`src/rtl/huffman_stream_decoder_pkg.sv`:
```
// Shared types and reset defaults for the canonical Huffman stream decoder.
// Default code set: A=0, B=100, C=101, D=110, E=1110, F=1111 -> symbols 1..6.
package huffman_pkg;

  typedef enum logic {
    ST_ACC  = 1'b0,
    ST_HOLD = 1'b1
  } state_e;

  localparam int DEF_NUM_CODES = 6;

  function automatic int len_w(input int max_len);
    return $clog2(max_len + 1);
  endfunction

  // One extra bit keeps code - first from wrapping into a false match.
  function automatic int arith_w(input int max_len);
    return max_len + 1;
  endfunction

  function automatic int default_count(input int len);
    case (len)
      1:       return 1;
      3:       return 3;
      4:       return 2;
      default: return 0;
    endcase
  endfunction

  function automatic int default_sym(input int idx);
    return (idx < DEF_NUM_CODES) ? idx + 1 : 0;
  endfunction

endpackage

```
`src/rtl/huffman_stream_decoder_if.sv`:
```
// Bit-in / symbol-out stream bundle of the Huffman decoder.
// valid/ready: a transfer happens on a rising edge where valid & ready are both
// high; the source holds data stable while valid & ~ready, ready may depend on valid.
interface huffman_stream_decoder_if #(
  parameter int SYM_W = 3
);
  logic             in_valid;
  logic             in_bit;
  logic             in_ready;
  logic             sym_valid;
  logic [SYM_W-1:0] sym_data;
  logic             sym_ready;
  logic             err;

  modport master (
    output in_valid, in_bit, sym_ready,
    input  in_ready, sym_valid, sym_data, err
  );

  modport slave (
    input  in_valid, in_bit, sym_ready,
    output in_ready, sym_valid, sym_data, err
  );
endinterface

```
`src/rtl/huffman_stream_decoder_code_table.sv`:
```
// Count-per-length and canonical-order symbol register files with reset defaults.
module huffman_code_table
  import huffman_pkg::*;
#(
  parameter int SYM_W   = 3,
  parameter int MAX_LEN = 4,
  localparam int LW     = len_w(MAX_LEN)
) (
  input  logic             clk,
  input  logic             reset,
  input  logic             cnt_we,
  input  logic [LW-1:0]    cnt_len,
  input  logic [SYM_W:0]   cnt_val,
  input  logic             tbl_we,
  input  logic [SYM_W-1:0] tbl_addr,
  input  logic [SYM_W-1:0] tbl_val,
  input  logic [LW-1:0]    rd_len,
  output logic [SYM_W:0]   rd_cnt,
  input  logic [SYM_W-1:0] rd_addr,
  output logic [SYM_W-1:0] rd_sym
);
  localparam int NSYM = 2 ** SYM_W;
  localparam int NCNT = 2 ** LW;
  localparam int CW   = SYM_W + 1;

  // Sized to the full index range so every read is in bounds; unused lengths stay 0.
  logic [SYM_W:0]   cnt_q [NCNT];
  logic [SYM_W:0]   cnt_d [NCNT];
  logic [SYM_W-1:0] tbl_q [NSYM];
  logic [SYM_W-1:0] tbl_d [NSYM];

  always_comb begin
    cnt_d = cnt_q;
    tbl_d = tbl_q;
    if (cnt_we && (cnt_len != '0) && (cnt_len <= LW'(MAX_LEN))) cnt_d[cnt_len] = cnt_val;
    if (tbl_we) tbl_d[tbl_addr] = tbl_val;
  end

  always_ff @(posedge clk or posedge reset) begin
    if (reset) begin
      for (int i = 0; i < NCNT; i++) cnt_q[i] <= CW'((i <= MAX_LEN) ? default_count(i) : 0);
      for (int i = 0; i < NSYM; i++) tbl_q[i] <= SYM_W'(default_sym(i));
    end else begin
      cnt_q <= cnt_d;
      tbl_q <= tbl_d;
    end
  end

  assign rd_cnt = cnt_q[rd_len];
  assign rd_sym = tbl_q[rd_addr];

endmodule

```
`src/rtl/huffman_stream_decoder.sv`:
```
// Canonical Huffman decoder: one code bit per accepted transfer, one-entry
// symbol output buffer, err pulse when MAX_LEN bits fail to match any code.
module huffman_stream_decoder
  import huffman_pkg::*;
#(
  parameter int SYM_W   = 3,
  parameter int MAX_LEN = 4,
  localparam int LW     = len_w(MAX_LEN)
) (
  input  logic                     clk,
  input  logic                     reset,
  huffman_stream_decoder_if.slave  bus,
  input  logic                     cnt_we,
  input  logic [LW-1:0]            cnt_len,
  input  logic [SYM_W:0]           cnt_val,
  input  logic                     tbl_we,
  input  logic [SYM_W-1:0]         tbl_addr,
  input  logic [SYM_W-1:0]         tbl_val,
  output state_e                   state_dbg
);
  localparam int W    = arith_w(MAX_LEN);
  localparam int NSYM = 2 ** SYM_W;

  state_e           state_q, state_d;
  logic [W-1:0]     code_q, code_d, first_q, first_d, index_q, index_d;
  logic [LW-1:0]    len_q, len_d;
  logic             sym_valid_q, sym_valid_d;
  logic [SYM_W-1:0] sym_data_q, sym_data_d;
  logic             err_q, err_d;

  logic             cfg_we, accept, pop, hit;
  logic [W-1:0]     code_n, diff, cnt_w, addr_w;
  logic [LW-1:0]    len_n;
  logic [SYM_W:0]   rd_cnt;
  logic [SYM_W-1:0] rd_sym;

  // A config write owns the cycle: the offered bit is refused, not silently lost.
  assign cfg_we       = cnt_we | tbl_we;
  assign bus.in_ready = (~sym_valid_q | bus.sym_ready) & ~cfg_we;
  assign accept       = bus.in_valid & bus.in_ready;
  assign pop          = sym_valid_q & bus.sym_ready;

  assign code_n = (code_q << 1) | W'(bus.in_bit);
  assign len_n  = len_q + LW'(1);
  assign cnt_w  = W'(rd_cnt);
  assign diff   = code_n - first_q;
  assign addr_w = index_q + diff;
  assign hit    = (diff < cnt_w) && (32'(addr_w) < NSYM);

  huffman_code_table #(
    .SYM_W   (SYM_W),
    .MAX_LEN (MAX_LEN)
  ) u_table (
    .clk      (clk),
    .reset    (reset),
    .cnt_we   (cnt_we),
    .cnt_len  (cnt_len),
    .cnt_val  (cnt_val),
    .tbl_we   (tbl_we),
    .tbl_addr (tbl_addr),
    .tbl_val  (tbl_val),
    .rd_len   (len_n),
    .rd_cnt   (rd_cnt),
    .rd_addr  (SYM_W'(addr_w)),
    .rd_sym   (rd_sym)
  );

  always_comb begin
    state_d     = state_q;
    code_d      = code_q;
    first_d     = first_q;
    index_d     = index_q;
    len_d       = len_q;
    sym_valid_d = sym_valid_q;
    sym_data_d  = sym_data_q;
    err_d       = 1'b0;

    if (pop) begin
      sym_valid_d = 1'b0;
      state_d     = ST_ACC;
    end

    if (cfg_we) begin
      code_d  = '0;
      first_d = '0;
      index_d = '0;
      len_d   = '0;
    end else if (accept) begin
      if (hit) begin
        sym_data_d  = rd_sym;
        sym_valid_d = 1'b1;
        state_d     = ST_HOLD;
        code_d      = '0;
        first_d     = '0;
        index_d     = '0;
        len_d       = '0;
      end else if (len_n == LW'(MAX_LEN)) begin
        err_d   = 1'b1;
        code_d  = '0;
        first_d = '0;
        index_d = '0;
        len_d   = '0;
      end else begin
        index_d = index_q + cnt_w;
        first_d = (first_q + cnt_w) << 1;
        code_d  = code_n;
        len_d   = len_n;
      end
    end
  end

  always_ff @(posedge clk or posedge reset) begin
    if (reset) begin
      state_q     <= ST_ACC;
      code_q      <= '0;
      first_q     <= '0;
      index_q     <= '0;
      len_q       <= '0;
      sym_valid_q <= 1'b0;
      sym_data_q  <= '0;
      err_q       <= 1'b0;
    end else begin
      state_q     <= state_d;
      code_q      <= code_d;
      first_q     <= first_d;
      index_q     <= index_d;
      len_q       <= len_d;
      sym_valid_q <= sym_valid_d;
      sym_data_q  <= sym_data_d;
      err_q       <= err_d;
    end
  end

  assign bus.sym_valid = sym_valid_q;
  assign bus.sym_data  = sym_data_q;
  assign bus.err       = err_q;
  assign state_dbg     = state_q;

endmodule
```
`src/flat_wrapper.sv`:
```
// flat-port wrapper written by rule: the top's interface ports become plain ports
module huffman_stream_decoder_flat import huffman_pkg::*;
#(
  parameter int SYM_W   = 3,
  parameter int MAX_LEN = 4,
  localparam int LW     = len_w(MAX_LEN)
)
  (clk, reset, cnt_we, cnt_len, cnt_val, tbl_we, tbl_addr, tbl_val, state_dbg, bus_in_valid, bus_in_bit, bus_sym_ready, bus_in_ready, bus_sym_valid, bus_sym_data, bus_err);
  huffman_stream_decoder_if #(.SYM_W(SYM_W)) bus_i ();
  input  logic clk;
  input  logic reset;
  input  logic cnt_we;
  input  logic [LW-1:0] cnt_len;
  input  logic [SYM_W:0] cnt_val;
  input  logic tbl_we;
  input  logic [SYM_W-1:0] tbl_addr;
  input  logic [SYM_W-1:0] tbl_val;
  output state_e state_dbg;
  input wire logic [$bits(bus_i.in_valid)-1:0] bus_in_valid;
  input wire logic [$bits(bus_i.in_bit)-1:0] bus_in_bit;
  input wire logic [$bits(bus_i.sym_ready)-1:0] bus_sym_ready;
  output wire logic [$bits(bus_i.in_ready)-1:0] bus_in_ready;
  output wire logic [$bits(bus_i.sym_valid)-1:0] bus_sym_valid;
  output wire logic [$bits(bus_i.sym_data)-1:0] bus_sym_data;
  output wire logic [$bits(bus_i.err)-1:0] bus_err;
  assign bus_i.in_valid = bus_in_valid;
  assign bus_i.in_bit = bus_in_bit;
  assign bus_i.sym_ready = bus_sym_ready;
  assign bus_in_ready = bus_i.in_ready;
  assign bus_sym_valid = bus_i.sym_valid;
  assign bus_sym_data = bus_i.sym_data;
  assign bus_err = bus_i.err;
  huffman_stream_decoder #(.SYM_W(SYM_W), .MAX_LEN(MAX_LEN)) u_core (.clk(clk), .reset(reset), .bus(bus_i), .cnt_we(cnt_we), .cnt_len(cnt_len), .cnt_val(cnt_val), .tbl_we(tbl_we), .tbl_addr(tbl_addr), .tbl_val(tbl_val), .state_dbg(state_dbg));
endmodule
```
`config.mk`:
```
export PLATFORM = sky130hd
export DESIGN_NAME = huffman_stream_decoder_flat
export DESIGN_NICKNAME = d
export VERILOG_FILES = /design/src/rtl/huffman_stream_decoder_pkg.sv /design/src/rtl/huffman_stream_decoder_if.sv /design/src/rtl/huffman_stream_decoder_code_table.sv /design/src/rtl/huffman_stream_decoder.sv /design/src/flat_wrapper.sv
export SDC_FILE = /design/constraint.sdc
export NUM_CORES = 1
export LEC_CHECK = 0
export CAP_MARGIN = 20
export CORE_AREA = 2 2 102 104
export DETAILED_ROUTE_END_ITERATION = 6
export DIE_AREA = 0 0 104 106
export SYNTH_ARGS = -nofsm -noshare
export SYNTH_HDL_FRONTEND = slang
export SYNTH_SLANG_ARGS = --single-unit
export TNS_END_PERCENT = 5
```
`constraint.sdc`:
```
create_clock -name clk -period 8.7 [get_ports clk]
set_clock_uncertainty 0.2 [all_clocks]
set_input_delay 2.61 -clock clk [delete_from_list [all_inputs] [get_ports clk]]
set_output_delay 2.61 -clock clk [all_outputs]
set_load 0.01 [all_outputs]
```
* Word level (Yosys, flattened, before mapping) *
Cells that the tools add are included.

operators by class
  muxes and demuxes = 40
  reduce and logical (&&, ||, !) cells = 8
  eq/ne operators = 1
  bitwise operators = 12
  $add $sub $neg = 5
  magnitude comparators = 9

operator list
  kind                                                 count
  two-way mux 5 bit                                    8
  bitwise mux 32 bit                                   1
  two-way mux 4 bit                                    7
  bitwise mux 24 bit                                   1
  two-way mux 3 bit                                    7
  >= comparator 4 bit (second input constant)          4
  inverter 3 -> 4 bit                                  4
  binary-select mux 4 bit (select 3 bit)               1
  demux 4 bit (select 3 bit)                           1
  two-way mux 1 bit                                    12
  binary-select mux 3 bit (select 3 bit)               1
  demux 3 bit (select 3 bit)                           1
  < comparator 4 x 1 -> 1 bit (second input constant)  2
  adder 5 x 4 -> 5 bit                                 1
  adder 5 bit                                          1
  logical AND 1 bit                                    5
  < comparator 5 x 4 -> 1 bit                          1
  < comparator 5 x 4 -> 1 bit (second input constant)  1
  bitwise OR 5 x 1 -> 5 bit                            1
  subtractor 5 bit                                     1
  adder 4 bit                                          1
  adder 3 x 1 -> 3 bit (second input constant)         1
  bitwise AND 1 bit                                    3
  == test 3 bit (second input constant)                1
  other kinds (6)                                      8

storage, ports and cells
  word-level logic and storage cells = 99
  output and inout port bits = 7
  register bits after elaboration = 79

* Longest topological paths before layout *
Gate-level depths: netlist of run 1.

  word-level depth = 10
  depth in mapped cells = 14
  gate-level depth less buffers = 12

* Modules after synthesis *
A second synthesis of run 1 with hierarchy kept.

unflattened totals
  cell total of the unflattened synthesis = 275
  area total of the unflattened synthesis = 3970.1 sq um

modules (own cells, without submodules)
  module                  area an instance (sq um)  cells each  instances
  huffman_code_table      2521.2                    149         1
  huffman_stream_decoder  1448.9                    126         1

* Worst setup path before layout of run 1 *
OpenSTA, ideal clock, no wires.

  kind = input to output
  start point = input port tbl_we
  end point = output port bus_in_ready
  path buffers = 1
  setup slack = 2.806 ns
  arrival = 3.084 ns
  stages = 3
  required time = 5.890 ns
  cell sequence = clkbuf_1 > nor2_1 > and2_1

on the way
  longest elaborated chain between the ends = 3

RTL lines
  element                          RTL line                      text
  start, declared                  flat_wrapper.sv:15            input logic tbl_we;
  bitwise OR 1 bit                 huffman_stream_decoder.sv:38  assign cfg_we = cnt_we | tbl_we;
  inverter 1 bit (no source line)  n/a
  bitwise AND 1 bit                huffman_stream_decoder.sv:39  assign bus.in_ready = (~sym_valid_q | bus.sym_ready) & ~cfg_we;
  end, declared                    flat_wrapper.sv:22            output wire logic [$bits(bus_i.in_ready)-1:0] bus_in_ready;

Every way passes these cells.

* Worst setup path after layout of run 1 *
Ends and elaborated chain as after synthesis.

==> flow_results.xml, run 1 <==
<?xml version="1.0" encoding="UTF-8"?>
<metrics>
  <group name="synthesis">
    <metric name="syn_area" unit="mm^2">0.003913</metric>
    <metric name="synth-warning-count" unit="">0</metric>
    <metric name="synth.avg_cell_area" unit="um^2">13.92</metric>
    <metric name="most_frequently_used_flop_master_after_synthesis" unit="">sky130_fd_sc_hd__dfrtp_1</metric>
    <metric name="synth_nets" unit="">322</metric>
    <metric name="yosysSeqAreaShare" unit="">0.5030</metric>
    <metric name="synth_top_cells_by_area" unit="">sky130_fd_sc_hd__dfrtp_1 42%, sky130_fd_sc_hd__mux2_2 13%, sky130_fd_sc_hd__dfstp_2 8.7%</metric>
    <metric name="synth.largest_area_cell" unit="">sky130_fd_sc_hd__dfrtp_1</metric>
    <metric name="synthesized_instance_count" unit="">281</metric>
    <metric name="ys_types" unit="">39</metric>
    <metric name="netlist.area_leader.share" unit="">0.4157</metric>
    <metric name="postSynthRegisterBits" unit="">78</metric>
    <metric name="synth-edff-count" unit="">0</metric>
    <metric name="async_flop_share" unit="">1.000</metric>
  </group>
  <group name="hold_path">
    <metric name="min_path_cells" unit="">0</metric>
    <metric name="hold_path.startpoint" unit="">u_core.u_table.cnt_q[9]</metric>
    <metric name="hold_path_end" unit="">u_core.u_table.cnt_q[9]</metric>
    <metric name="timing.hold.worst.class" unit="">flop to flop</metric>
  </group>
  <group name="cells_and_area">
    <metric name="share_of_post_route_cells_with_drive_strength_above_1" unit="">0.3167</metric>
    <metric name="final_nets" unit="">336</metric>
    <metric name="stdcell_area" unit="mm^2">0.004457</metric>
    <metric name="area_growth" unit="%">13.91</metric>
    <metric name="num_antenna_cells" unit="">0</metric>
  </group>
  <group name="place">
    <metric name="place_ws" unit="ns">1.848</metric>
    <metric name="routabilityCongestion" unit="">0.7255</metric>
    <metric name="placedInstanceArea" unit="mm^2">0.004240</metric>
    <metric name="number_of_input_and_output_port_buffers_inserted" unit="">26</metric>
    <metric name="dpl.hpwl" unit="mm">5.269</metric>
  </group>
  <group name="routing">
    <metric name="route.antenna.remaining_nets" unit="">0</metric>
    <metric name="first_iter_violations" unit="">43</metric>
    <metric name="viasPerCell" unit="">5.103</metric>
    <metric name="route.vias.total" unit="">2225</metric>
    <metric name="route.detailed.drc" unit="">0</metric>
    <metric name="drt-total-wl" unit="mm">7.183</metric>
    <metric name="detail_route.wl_per_cell" unit="um">16.47</metric>
    <metric name="number_of_search_and_repair_iterations_in_the_first_detailed_routing_pass" unit="">4</metric>
  </group>
  <group name="grt">
    <metric name="antenna_found_initial" unit="">0</metric>
    <metric name="first_global_vias" unit="">2392</metric>
    <metric name="wire_length_of_the_first_global_routing_pass" unit="mm">12.35</metric>
    <metric name="grt_use_total" unit="">0.1438</metric>
    <metric name="grt-ovfl-total" unit="">0</metric>
    <metric name="grt_max_degree" unit="">79</metric>
  </group>
  <group name="critical_path">
    <metric name="cpLargestDelayFamily" unit="">buffers and inverters</metric>
    <metric name="setup.worst_path.start_class" unit="">input port</metric>
    <metric name="crit_chain" unit="">clkdlybuf4s50_1, nor2_1, and2_1, clkdlybuf4s50_1</metric>
    <metric name="worstRegToRegCells" unit="">9</metric>
    <metric name="critPathMostFrequentCell" unit="">sky130_fd_sc_hd__clkdlybuf4s50_1</metric>
    <metric name="critical_path_buf_inv_count" unit="">2</metric>
    <metric name="critical_path_sink_type" unit="">primary output</metric>
    <metric name="critical_path_class" unit="">input port to primary output</metric>
    <metric name="timing.critical_path.arrival" unit="ns">4.03</metric>
    <metric name="reg2reg_setup_slack" unit="ns">4.72</metric>
    <metric name="worst_path_max_delay_cell" unit="">sky130_fd_sc_hd__clkdlybuf4s50_1</metric>
    <metric name="critical_path.reg2reg.startpoint" unit="">u_core.len_q[0]</metric>
    <metric name="crit_required" unit="ns">5.89</metric>
    <metric name="worst_path_largest_cell_delay" unit="ns">0.55</metric>
    <metric name="worstReg2RegEnd" unit="">u_core.first_q[1]</metric>
    <metric name="crit_fanout" unit="">8</metric>
  </group>
  <group name="die">
    <metric name="core.rowCount" unit="">37</metric>
    <metric name="fp.dieW" unit="um">104</metric>
    <metric name="chipHeight" unit="um">106</metric>
    <metric name="start_util" unit="">0.3913</metric>
    <metric name="pin_count" unit="">27</metric>
    <metric name="die_area" unit="mm^2">0.01102</metric>
    <metric name="fp.coreArea" unit="mm^2">0.01000</metric>
  </group>
  <group name="clock_tree">
    <metric name="cts_setup_buffers" unit="">0</metric>
    <metric name="clkTransAtPathRegs" unit="ns">0.08</metric>
    <metric name="post_cts_resize_count" unit="">0</metric>
    <metric name="postCtsHoldBufs" unit="">0</metric>
    <metric name="cts_num_sinks" unit="">78</metric>
    <metric name="cts_tree" unit="">built</metric>
    <metric name="clock-root-buffer" unit="">sky130_fd_sc_hd__clkbuf_8</metric>
    <metric name="cts_buffers" unit="">9</metric>
    <metric name="clock_insertion_delay_worst_skew" unit="ns">0.35</metric>
    <metric name="cts_htree_levels" unit="">3</metric>
    <metric name="ctsLongestPathBuffers" unit="">2</metric>
  </group>
  <group name="status">
    <metric name="status" unit="">complete, no violations</metric>
  </group>
  <group name="sta">
    <metric name="relSlewSlack" unit="">0.3057</metric>
    <metric name="final.min_clock_period" unit="ns">6.841</metric>
    <metric name="rsz0062_at_grt" unit="">no</metric>
    <metric name="fin_tns_setup" unit="ns">0</metric>
    <metric name="maxClockFrequency" unit="GHz">0.1462</metric>
    <metric name="period_share" unit="">0.7864</metric>
    <metric name="slew_violations" unit="">0</metric>
    <metric name="worst_slew_pin_slew" unit="ns">1.027</metric>
    <metric name="report.final.setup_viol" unit="">0</metric>
    <metric name="timing.final.hold_violations" unit="">0</metric>
    <metric name="least_setup_slack_across_all_paths_after_layout" unit="ns">1.859</metric>
    <metric name="hold_slack" unit="ns">0.1758</metric>
  </group>
  <group name="power_and_ir_drop">
    <metric name="power.ir.vdd_worst" unit="mV">0.1051</metric>
    <metric name="cellPowerDensity" unit="mW/mm^2">236.2</metric>
    <metric name="static_leak" unit="nW">1.927</metric>
    <metric name="power.total" unit="mW">1.053</metric>
  </group>
  <group name="job">
    <metric name="max-cap-violations" unit="">0</metric>
  </group>
</metrics>
[sequential cells by signal, indices dropped and copies added, names as in the netlist, 3 cells and up]
register	count
u_core.len_q	3
u_core.u_table.cnt_q	32
u_core.bus.sym_data	3
u_core.index_q	5
u_core.u_table.tbl_q	24
u_core.code_q	4
u_core.first_q	4
[cells in the mapped netlist (3+ instances only)]
cell and count:
sky130_fd_sc_hd__a21o_1 4, sky130_fd_sc_hd__a21oi_1 5, sky130_fd_sc_hd__a32o_1 13, sky130_fd_sc_hd__clkbuf_1 21, sky130_fd_sc_hd__dfrtp_1 65, sky130_fd_sc_hd__dfstp_2 13, sky130_fd_sc_hd__fa_1 4, sky130_fd_sc_hd__ha_1 17
sky130_fd_sc_hd__inv_1 13, sky130_fd_sc_hd__mux2_2 46, sky130_fd_sc_hd__mux2i_1 3, sky130_fd_sc_hd__mux4_2 14, sky130_fd_sc_hd__nand2_1 6, sky130_fd_sc_hd__nand2b_1 3, sky130_fd_sc_hd__nand4b_1 4, sky130_fd_sc_hd__nor2_1 6
sky130_fd_sc_hd__nor3_1 5, sky130_fd_sc_hd__nor3b_1 3, sky130_fd_sc_hd__nor4bb_1 3, sky130_fd_sc_hd__xnor2_1 6, sky130_fd_sc_hd__xor2_1 5
[report_power, final]
| group | switching [mW] | internal (mW) | leakage (nW) |
|---|---|---|---|
| Sequential | 0.0329 | 0.428 | 0.983 |
| Clock | 0.127 | 0.170 | 0.104 |
| Combinational | 0.136 | 0.158 | 0.841 |
[logic make-up after synthesis]
kind of cell / Yosys count / share of synthesized area
flops: 78 / 0.5030
fa+ha+maj: 21 / 0.07483
mux: 64 / 0.2245
xor+xnor: 12 / 0.02878
compound gates: 30 / 0.06236
buf+inv: 38 / 0.04253
simple gates: 38 / 0.06396
[worst max-delay path by stage]
stage	slack [ns]	startpoint	cells past startpoint	to
6_report	1.86	tbl_we	4	bus_in_ready
5_1_grt	1.76	tbl_we	4	bus_in_ready
4_1_cts	1.85	cnt_we	4	bus_in_ready
3_5_place_dp	1.85	cnt_we	4	bus_in_ready
3_3_place_gp	1.85	cnt_we	4	bus_in_ready
2_1_floorplan	2.81	tbl_we	3	bus_in_ready
[layout make-up]
class | count | area [um^2]
flip-flops and latches | 78 | 1968
fillers | 953 | 5543
inverters | 13 | 48.80
multi-input cells | 165 | 1778
clock buffers | 13 | 148.9
clock inverters | 3 | 67.56
well taps | 136 | 170.2
repair buffers | 28 | 275.3
[placed cells by master, fill, tap and decap left out, types with 3 or more instances in the layout]
master | synthesis | final
sky130_fd_sc_hd__clkdlybuf4s50_1 | 0 | 26
sky130_fd_sc_hd__a32o_1 | 13 | 13
sky130_fd_sc_hd__inv_1 | 13 | 12
sky130_fd_sc_hd__mux2i_1 | 3 | 3
sky130_fd_sc_hd__nor3_1 | 5 | 5
sky130_fd_sc_hd__ha_1 | 17 | 17
sky130_fd_sc_hd__nand4b_1 | 4 | 4
sky130_fd_sc_hd__mux2_2 | 46 | 46
sky130_fd_sc_hd__nor3b_1 | 3 | 3
sky130_fd_sc_hd__a21o_1 | 4 | 4
sky130_fd_sc_hd__nor4bb_1 | 3 | 3
sky130_fd_sc_hd__nor2_1 | 6 | 6
sky130_fd_sc_hd__xnor2_1 | 6 | 6
sky130_fd_sc_hd__mux4_2 | 14 | 14
sky130_fd_sc_hd__clkbuf_1 | 21 | 3
sky130_fd_sc_hd__nand2b_1 | 3 | 3
sky130_fd_sc_hd__clkbuf_8 | 0 | 10
sky130_fd_sc_hd__dfstp_2 | 13 | 13
sky130_fd_sc_hd__a21oi_1 | 5 | 5
sky130_fd_sc_hd__nand2_1 | 6 | 6
sky130_fd_sc_hd__fa_1 | 4 | 4
sky130_fd_sc_hd__xor2_1 | 5 | 5
sky130_fd_sc_hd__dfrtp_1 | 65 | 65
[stage by stage]
| stage | util | std cells |
|---|---|---|
| final | 0.4457 | 436 |
| after global routing | 0.4457 | 436 |
| after CTS | 0.4457 | 436 |
| after detailed placement | 0.4240 | 420 |
| after global placement | 0.4240 | 420 |
| after floorplan | - | 281 |
[routing by layer]
metal / GRT usage / share of wire / vias up
li1: - / - / 1050
met1: 0.1894 / 0.47 / 1142
met2: 0.2345 / 0.49 / 25
met3: 0.02514 / 0.024 / 8
met4: 0.06371 / 0.017 / 0
met5: 0 / 0 / -
Power figures use the tool's default switching activity.
==> inputs of run 2 (changes only) <==
clock period = 6.7 ns   (was 8.7 ns; I/O delays follow)
==> flow_results.xml, run 2 (synthesis results as in run 1) <==
<?xml version="1.0" encoding="UTF-8"?>
<metrics>
  <group name="status">
    <metric name="status" unit="">complete, no violations</metric>
  </group>
  <group name="grt">
    <metric name="first_global_vias" unit="">2402</metric>
    <metric name="grt_use_total" unit="">0.1454</metric>
    <metric name="wire_length_of_the_first_global_routing_pass" unit="mm">12.32</metric>
    <metric name="grt-ovfl-total" unit="">0</metric>
    <metric name="antenna_found_initial" unit="">0</metric>
    <metric name="grt_max_degree" unit="">42</metric>
  </group>
  <group name="die">
    <metric name="fp.coreArea" unit="mm^2">0.01000</metric>
    <metric name="core.rowCount" unit="">37</metric>
    <metric name="fp.dieW" unit="um">104</metric>
    <metric name="die_area" unit="mm^2">0.01102</metric>
    <metric name="pin_count" unit="">27</metric>
    <metric name="chipHeight" unit="um">106</metric>
    <metric name="start_util" unit="">0.3913</metric>
  </group>
  <group name="clock_tree">
    <metric name="post_cts_resize_count" unit="">0</metric>
    <metric name="cts_setup_buffers" unit="">0</metric>
    <metric name="cts_buffers" unit="">9</metric>
    <metric name="postCtsHoldBufs" unit="">0</metric>
    <metric name="cts_num_sinks" unit="">78</metric>
    <metric name="ctsLongestPathBuffers" unit="">2</metric>
    <metric name="cts_htree_levels" unit="">3</metric>
    <metric name="clkTransAtPathRegs" unit="ns">0.08</metric>
    <metric name="clock_insertion_delay_worst_skew" unit="ns">0.36</metric>
    <metric name="cts_tree" unit="">built</metric>
    <metric name="clock-root-buffer" unit="">sky130_fd_sc_hd__clkbuf_8</metric>
  </group>
  <group name="cells_and_area">
    <metric name="largest_reg_flops" unit="">32</metric>
    <metric name="area_growth" unit="%">13.14</metric>
    <metric name="share_of_post_route_cells_with_drive_strength_above_1" unit="">0.3267</metric>
    <metric name="final_common_cell" unit="">sky130_fd_sc_hd__dfrtp_1</metric>
    <metric name="layout.cells.most_common_list" unit="">65 x sky130_fd_sc_hd__dfrtp_1, 46 x sky130_fd_sc_hd__mux2_2, 26 x sky130_fd_sc_hd__clkdlybuf4s50_1</metric>
    <metric name="num_antenna_cells" unit="">0</metric>
    <metric name="largest_registers" unit="">u_core.u_table.cnt_q: 32 flops, u_core.u_table.tbl_q: 24 flops, u_core.index_q: 5 flops</metric>
    <metric name="final_nets" unit="">336</metric>
    <metric name="stdcell_area" unit="mm^2">0.004427</metric>
    <metric name="largest_register" unit="">u_core.u_table.cnt_q</metric>
  </group>
  <group name="sta">
    <metric name="period_share" unit="">0.8437</metric>
    <metric name="fin_tns_setup" unit="ns">0</metric>
    <metric name="report.final.setup_viol" unit="">0</metric>
    <metric name="relSlewSlack" unit="">0.3150</metric>
    <metric name="timing.final.hold_violations" unit="">0</metric>
    <metric name="maxClockFrequency" unit="GHz">0.1769</metric>
    <metric name="worst_slew_pin_slew" unit="ns">1.014</metric>
    <metric name="rsz0062_at_grt" unit="">no</metric>
    <metric name="final.min_clock_period" unit="ns">5.652</metric>
    <metric name="slew_violations" unit="">0</metric>
  </group>
  <group name="routing">
    <metric name="viasPerCell" unit="">5.089</metric>
    <metric name="route.antenna.remaining_nets" unit="">0</metric>
    <metric name="route.vias.total" unit="">2219</metric>
    <metric name="number_of_search_and_repair_iterations_in_the_first_detailed_routing_pass" unit="">4</metric>
    <metric name="drt-total-wl" unit="mm">7.217</metric>
    <metric name="detail_route.wl_per_cell" unit="um">16.55</metric>
    <metric name="route.detailed.drc" unit="">0</metric>
    <metric name="first_iter_violations" unit="">69</metric>
  </group>
  <group name="place">
    <metric name="dpl.hpwl" unit="mm">5.400</metric>
    <metric name="placedInstanceArea" unit="mm^2">0.004240</metric>
    <metric name="number_of_input_and_output_port_buffers_inserted" unit="">26</metric>
    <metric name="routabilityCongestion" unit="">0.7390</metric>
  </group>
  <group name="power_and_ir_drop">
    <metric name="power.ir.vdd_worst" unit="mV">0.1285</metric>
    <metric name="cellPowerDensity" unit="mW/mm^2">297.2</metric>
    <metric name="static_leak" unit="nW">1.910</metric>
  </group>
  <group name="critical_path">
    <metric name="worstReg2RegEnd" unit="">u_core.first_q[1]</metric>
    <metric name="critical_path_sink_type" unit="">primary output</metric>
    <metric name="critical_path.reg2reg.startpoint" unit="">u_core.len_q[0]</metric>
    <metric name="critPathMostFrequentCell" unit="">sky130_fd_sc_hd__clkdlybuf4s50_1</metric>
    <metric name="reg2reg_setup_slack" unit="ns">2.67</metric>
    <metric name="crit_required" unit="ns">4.49</metric>
    <metric name="crit_fanout" unit="">6</metric>
    <metric name="crit_chain" unit="">clkdlybuf4s50_1, nor2_1, and2_1, clkdlybuf4s50_1</metric>
    <metric name="worstRegToRegCells" unit="">9</metric>
    <metric name="timing.critical_path.arrival" unit="ns">3.44</metric>
    <metric name="critical_path_class" unit="">input port to primary output</metric>
    <metric name="worst_path_largest_cell_delay" unit="ns">0.54</metric>
    <metric name="setup.worst_path.start_class" unit="">input port</metric>
    <metric name="worst_path_max_delay_cell" unit="">sky130_fd_sc_hd__clkdlybuf4s50_1</metric>
  </group>
  <group name="hold_path">
    <metric name="hold_path.startpoint" unit="">u_core.u_table.cnt_q[1]</metric>
    <metric name="min_path_cells" unit="">0</metric>
    <metric name="hold_path_end" unit="">u_core.u_table.cnt_q[1]</metric>
    <metric name="timing.hold.worst.class" unit="">flop to flop</metric>
  </group>
  <group name="job">
    <metric name="max-cap-violations" unit="">0</metric>
  </group>
</metrics>
run 2: cell count changes in the layout (fill, tap and decap cells not counted), sizes merged:
cell and change:
bufinv -2, clkbuf -4, clkinvlp +2, inv +4
run 2: critical path: cells and delay by family:
| family | cells | cell delay, ns |
|---|---|---|
| buffers and inverters | 2 | 1.07 |
| AND/OR/NAND/NOR | 2 | 0.36 |
run 2: worst max-delay path by stage:
stage,to,start,cells after the start
6_report,bus_in_ready,cnt_we,4
5_1_grt,bus_in_ready,tbl_we,4
4_1_cts,bus_in_ready,cnt_we,4
3_5_place_dp,bus_in_ready,cnt_we,4
3_3_place_gp,bus_in_ready,cnt_we,4
2_1_floorplan,bus_in_ready,tbl_we,3
run 2: area by class of cell:
type | instances | area [um^2]
Tap cell | 136 | 170.2
Timing Repair Buffer | 28 | 275.3
Clock inverter | 7 | 62.56
Multi-Input combinational cell | 165 | 1778
Fill cell | 941 | 5573
Inverter | 13 | 48.80
Clock buffer | 9 | 123.9
Sequential cell | 78 | 1968
run 2: power breakdown:
| part | internal [mW] | switching [mW] |
|---|---|---|
| logic | 0.206 | 0.175 |
| clock network | 0.142 | 0.193 |
| registers | 0.556 | 0.0443 |
run 2: layer usage:
layer  track usage  wire (um)
met4       0.04923         98
met1        0.1856       3302
met3       0.03556        194
met2        0.2434       3623
met5             0          0
run 2: metrics by stage:
stage          utilization  instances  hold slack [ns]  setup WS (ns)  power, mW
6_report            0.4427        436           0.1780          1.048      1.316
5_1_grt             0.4427        436           0.1949         0.9875      1.400
4_1_cts             0.4427        436           0.1845          1.042      1.335
2_1_floorplan            -        281           0.2239          2.006     0.9087
3_5_place_dp        0.4240        420           0.1625          1.041     0.9934
3_3_place_gp        0.4240        420           0.1603          1.049     0.9875
==> inputs of run 3 (changes only) <==
clock period = 4.8 ns   (was 6.7 ns; I/O delays follow)
==> flow_results.xml, run 3 (synthesis results as in run 1) <==
<?xml version="1.0" encoding="UTF-8"?>
<metrics>
  <group name="grt">
    <metric name="grt_use_total" unit="">0.1486</metric>
    <metric name="wire_length_of_the_first_global_routing_pass" unit="mm">12.74</metric>
    <metric name="antenna_found_initial" unit="">0</metric>
    <metric name="grt_max_degree" unit="">50</metric>
    <metric name="grt-ovfl-total" unit="">0</metric>
    <metric name="first_global_vias" unit="">2440</metric>
  </group>
  <group name="clock_tree">
    <metric name="cts_num_sinks" unit="">78</metric>
    <metric name="clock_insertion_delay_worst_skew" unit="ns">0.34</metric>
    <metric name="cts_setup_buffers" unit="">0</metric>
    <metric name="post_cts_resize_count" unit="">0</metric>
    <metric name="postCtsHoldBufs" unit="">0</metric>
    <metric name="ctsLongestPathBuffers" unit="">2</metric>
    <metric name="cts_htree_levels" unit="">3</metric>
    <metric name="clock-root-buffer" unit="">sky130_fd_sc_hd__clkbuf_8</metric>
    <metric name="cts_tree" unit="">built</metric>
    <metric name="cts_buffers" unit="">9</metric>
    <metric name="clkTransAtPathRegs" unit="ns">0.07</metric>
  </group>
  <group name="routing">
    <metric name="route.antenna.remaining_nets" unit="">0</metric>
    <metric name="route.detailed.drc" unit="">0</metric>
    <metric name="first_iter_violations" unit="">69</metric>
    <metric name="number_of_search_and_repair_iterations_in_the_first_detailed_routing_pass" unit="">4</metric>
    <metric name="route.vias.total" unit="">2257</metric>
    <metric name="detail_route.wl_per_cell" unit="um">16.81</metric>
    <metric name="drt-total-wl" unit="mm">7.415</metric>
    <metric name="viasPerCell" unit="">5.118</metric>
  </group>
  <group name="sta">
    <metric name="worst_slew_pin_slew" unit="ns">0.9460</metric>
    <metric name="relSlewSlack" unit="">0.3607</metric>
    <metric name="report.final.setup_viol" unit="">0</metric>
    <metric name="timing.final.hold_violations" unit="">0</metric>
    <metric name="final.min_clock_period" unit="ns">4.428</metric>
    <metric name="slew_violations" unit="">0</metric>
    <metric name="rsz0062_at_grt" unit="">no</metric>
    <metric name="fin_tns_setup" unit="ns">0</metric>
    <metric name="hold_slack" unit="ns">0.1753</metric>
    <metric name="period_share" unit="">0.9224</metric>
    <metric name="maxClockFrequency" unit="GHz">0.2259</metric>
  </group>
  <group name="power_and_ir_drop">
    <metric name="total_switching_power" unit="mW">0.5565</metric>
    <metric name="pwr-share-seq" unit="">0.420</metric>
    <metric name="power.total" unit="mW">1.972</metric>
    <metric name="power.ir.vdd_worst" unit="mV">0.2299</metric>
    <metric name="power_frac_comb" unit="">0.279</metric>
    <metric name="static_leak" unit="nW">1.971</metric>
    <metric name="sw_frac" unit="">0.2822</metric>
    <metric name="p_clk_frac" unit="">0.301</metric>
    <metric name="cellPowerDensity" unit="mW/mm^2">435.4</metric>
    <metric name="cell_internal_pwr" unit="mW">1.415</metric>
  </group>
  <group name="critical_path">
    <metric name="worstRegToRegCells" unit="">8</metric>
    <metric name="critical_path.reg2reg.startpoint" unit="">u_core.len_q[1]</metric>
    <metric name="critical_path_class" unit="">input port to primary output</metric>
    <metric name="worstReg2RegEnd" unit="">u_core.first_q[1]</metric>
    <metric name="crit_required" unit="ns">3.16</metric>
    <metric name="critical_path_sink_type" unit="">primary output</metric>
    <metric name="crit_fanout" unit="">3</metric>
    <metric name="reg2reg_setup_slack" unit="ns">1.08</metric>
    <metric name="setup.worst_path.start_class" unit="">input port</metric>
    <metric name="timing.critical_path.arrival" unit="ns">2.79</metric>
  </group>
  <group name="cells_and_area">
    <metric name="share_of_post_route_cells_with_drive_strength_above_1" unit="">0.3311</metric>
    <metric name="largest_reg_flops" unit="">32</metric>
    <metric name="largest_registers" unit="">u_core.u_table.cnt_q: 32 flops, u_core.u_table.tbl_q: 24 flops, u_core.index_q: 5 flops</metric>
    <metric name="fillers" unit="">931</metric>
    <metric name="area_growth" unit="%">15.77</metric>
    <metric name="final_common_cell" unit="">sky130_fd_sc_hd__dfrtp_1</metric>
    <metric name="layout.core_utilization" unit="">0.4530</metric>
    <metric name="layout.cells.most_common_list" unit="">65 x sky130_fd_sc_hd__dfrtp_1, 46 x sky130_fd_sc_hd__mux2_2, 26 x sky130_fd_sc_hd__clkdlybuf4s50_1</metric>
    <metric name="largest_register" unit="">u_core.u_table.cnt_q</metric>
    <metric name="num_antenna_cells" unit="">0</metric>
    <metric name="final_nets" unit="">341</metric>
    <metric name="stdcell_area" unit="mm^2">0.004529</metric>
  </group>
  <group name="hold_path">
    <metric name="hold_path.startpoint" unit="">u_core.u_table.cnt_q[4]</metric>
    <metric name="hold_path_end" unit="">u_core.u_table.cnt_q[4]</metric>
    <metric name="timing.hold.worst.class" unit="">flop to flop</metric>
    <metric name="min_path_cells" unit="">0</metric>
  </group>
  <group name="die">
    <metric name="start_util" unit="">0.3913</metric>
    <metric name="fp.dieW" unit="um">104</metric>
    <metric name="pin_count" unit="">27</metric>
    <metric name="fp.coreArea" unit="mm^2">0.01000</metric>
    <metric name="chipHeight" unit="um">106</metric>
    <metric name="die_area" unit="mm^2">0.01102</metric>
    <metric name="core.rowCount" unit="">37</metric>
  </group>
  <group name="job">
    <metric name="max-cap-violations" unit="">0</metric>
  </group>
  <group name="status">
    <metric name="status" unit="">complete, no violations</metric>
  </group>
  <group name="place">
    <metric name="placedInstanceArea" unit="mm^2">0.004290</metric>
    <metric name="routabilityCongestion" unit="">0.7406</metric>
    <metric name="dpl.hpwl" unit="mm">5.386</metric>
    <metric name="number_of_input_and_output_port_buffers_inserted" unit="">26</metric>
  </group>
</metrics>
## run 3: worst max-delay path by stage
stage	start	to	slack (ns)	depth (start not counted)
final	cnt_we	bus_in_ready	0.37	4
after detailed placement	cnt_we	bus_in_ready	0.34	4
after CTS	cnt_we	bus_in_ready	0.34	4
after global placement	cnt_we	bus_in_ready	0.35	4
after global routing	cnt_we	bus_in_ready	0.28	4
after floorplan	bus_in_bit	u_core.code_q[3]	1.01	11
## run 3: power groups by stage
stage	Clock (mW)	Sequential [mW]	Combinational [mW]
2_1_floorplan	0	0.834	0.434
3_3_place_gp	0	0.838	0.545
3_5_place_dp	0	0.842	0.553
4_1_cts	0.610	0.829	0.556
5_1_grt	0.639	0.844	0.610
6_report	0.593	0.828	0.551
## run 3: layout make-up
cell class,instances,area [um^2],area share
tap,136,170.2,0.03757
clock buffer,11,131.4,0.02901
timing repair buffer,33,325.3,0.07182
clock inverter,5,107.6,0.02376
sequential,78,1968,0.4345
inverter,13,48.80,0.01077
multi-input combinational,165,1778,0.3925
## run 3: layer usage
layer | part of all wire | vias to the layer above | wire (um) | track usage
met5 | 0 | - | 0 | 0
met4 | 0.013 | 0 | 99 | 0.05792
met3 | 0.025 | 9 | 188 | 0.02698
met2 | 0.48 | 32 | 3525 | 0.2354
met1 | 0.49 | 1155 | 3601 | 0.2039
li1 | - | 1061 | - | -
## run 3: per-stage QoR
step	worst slack [ns]	std cells
finish	0.3724	441
global route	0.2802	441
CTS	0.3419	441
detailed placement	0.3400	425
global placement	0.3480	425
floorplan	1.010	281
## run 3: worst max-delay path, stage by stage
cell and delay, ns:
sky130_fd_sc_hd__clkdlybuf4s50_1 0.48, sky130_fd_sc_hd__nor2_1 0.18, sky130_fd_sc_hd__and2_1 0.15, sky130_fd_sc_hd__clkdlybuf4s50_1 0.54
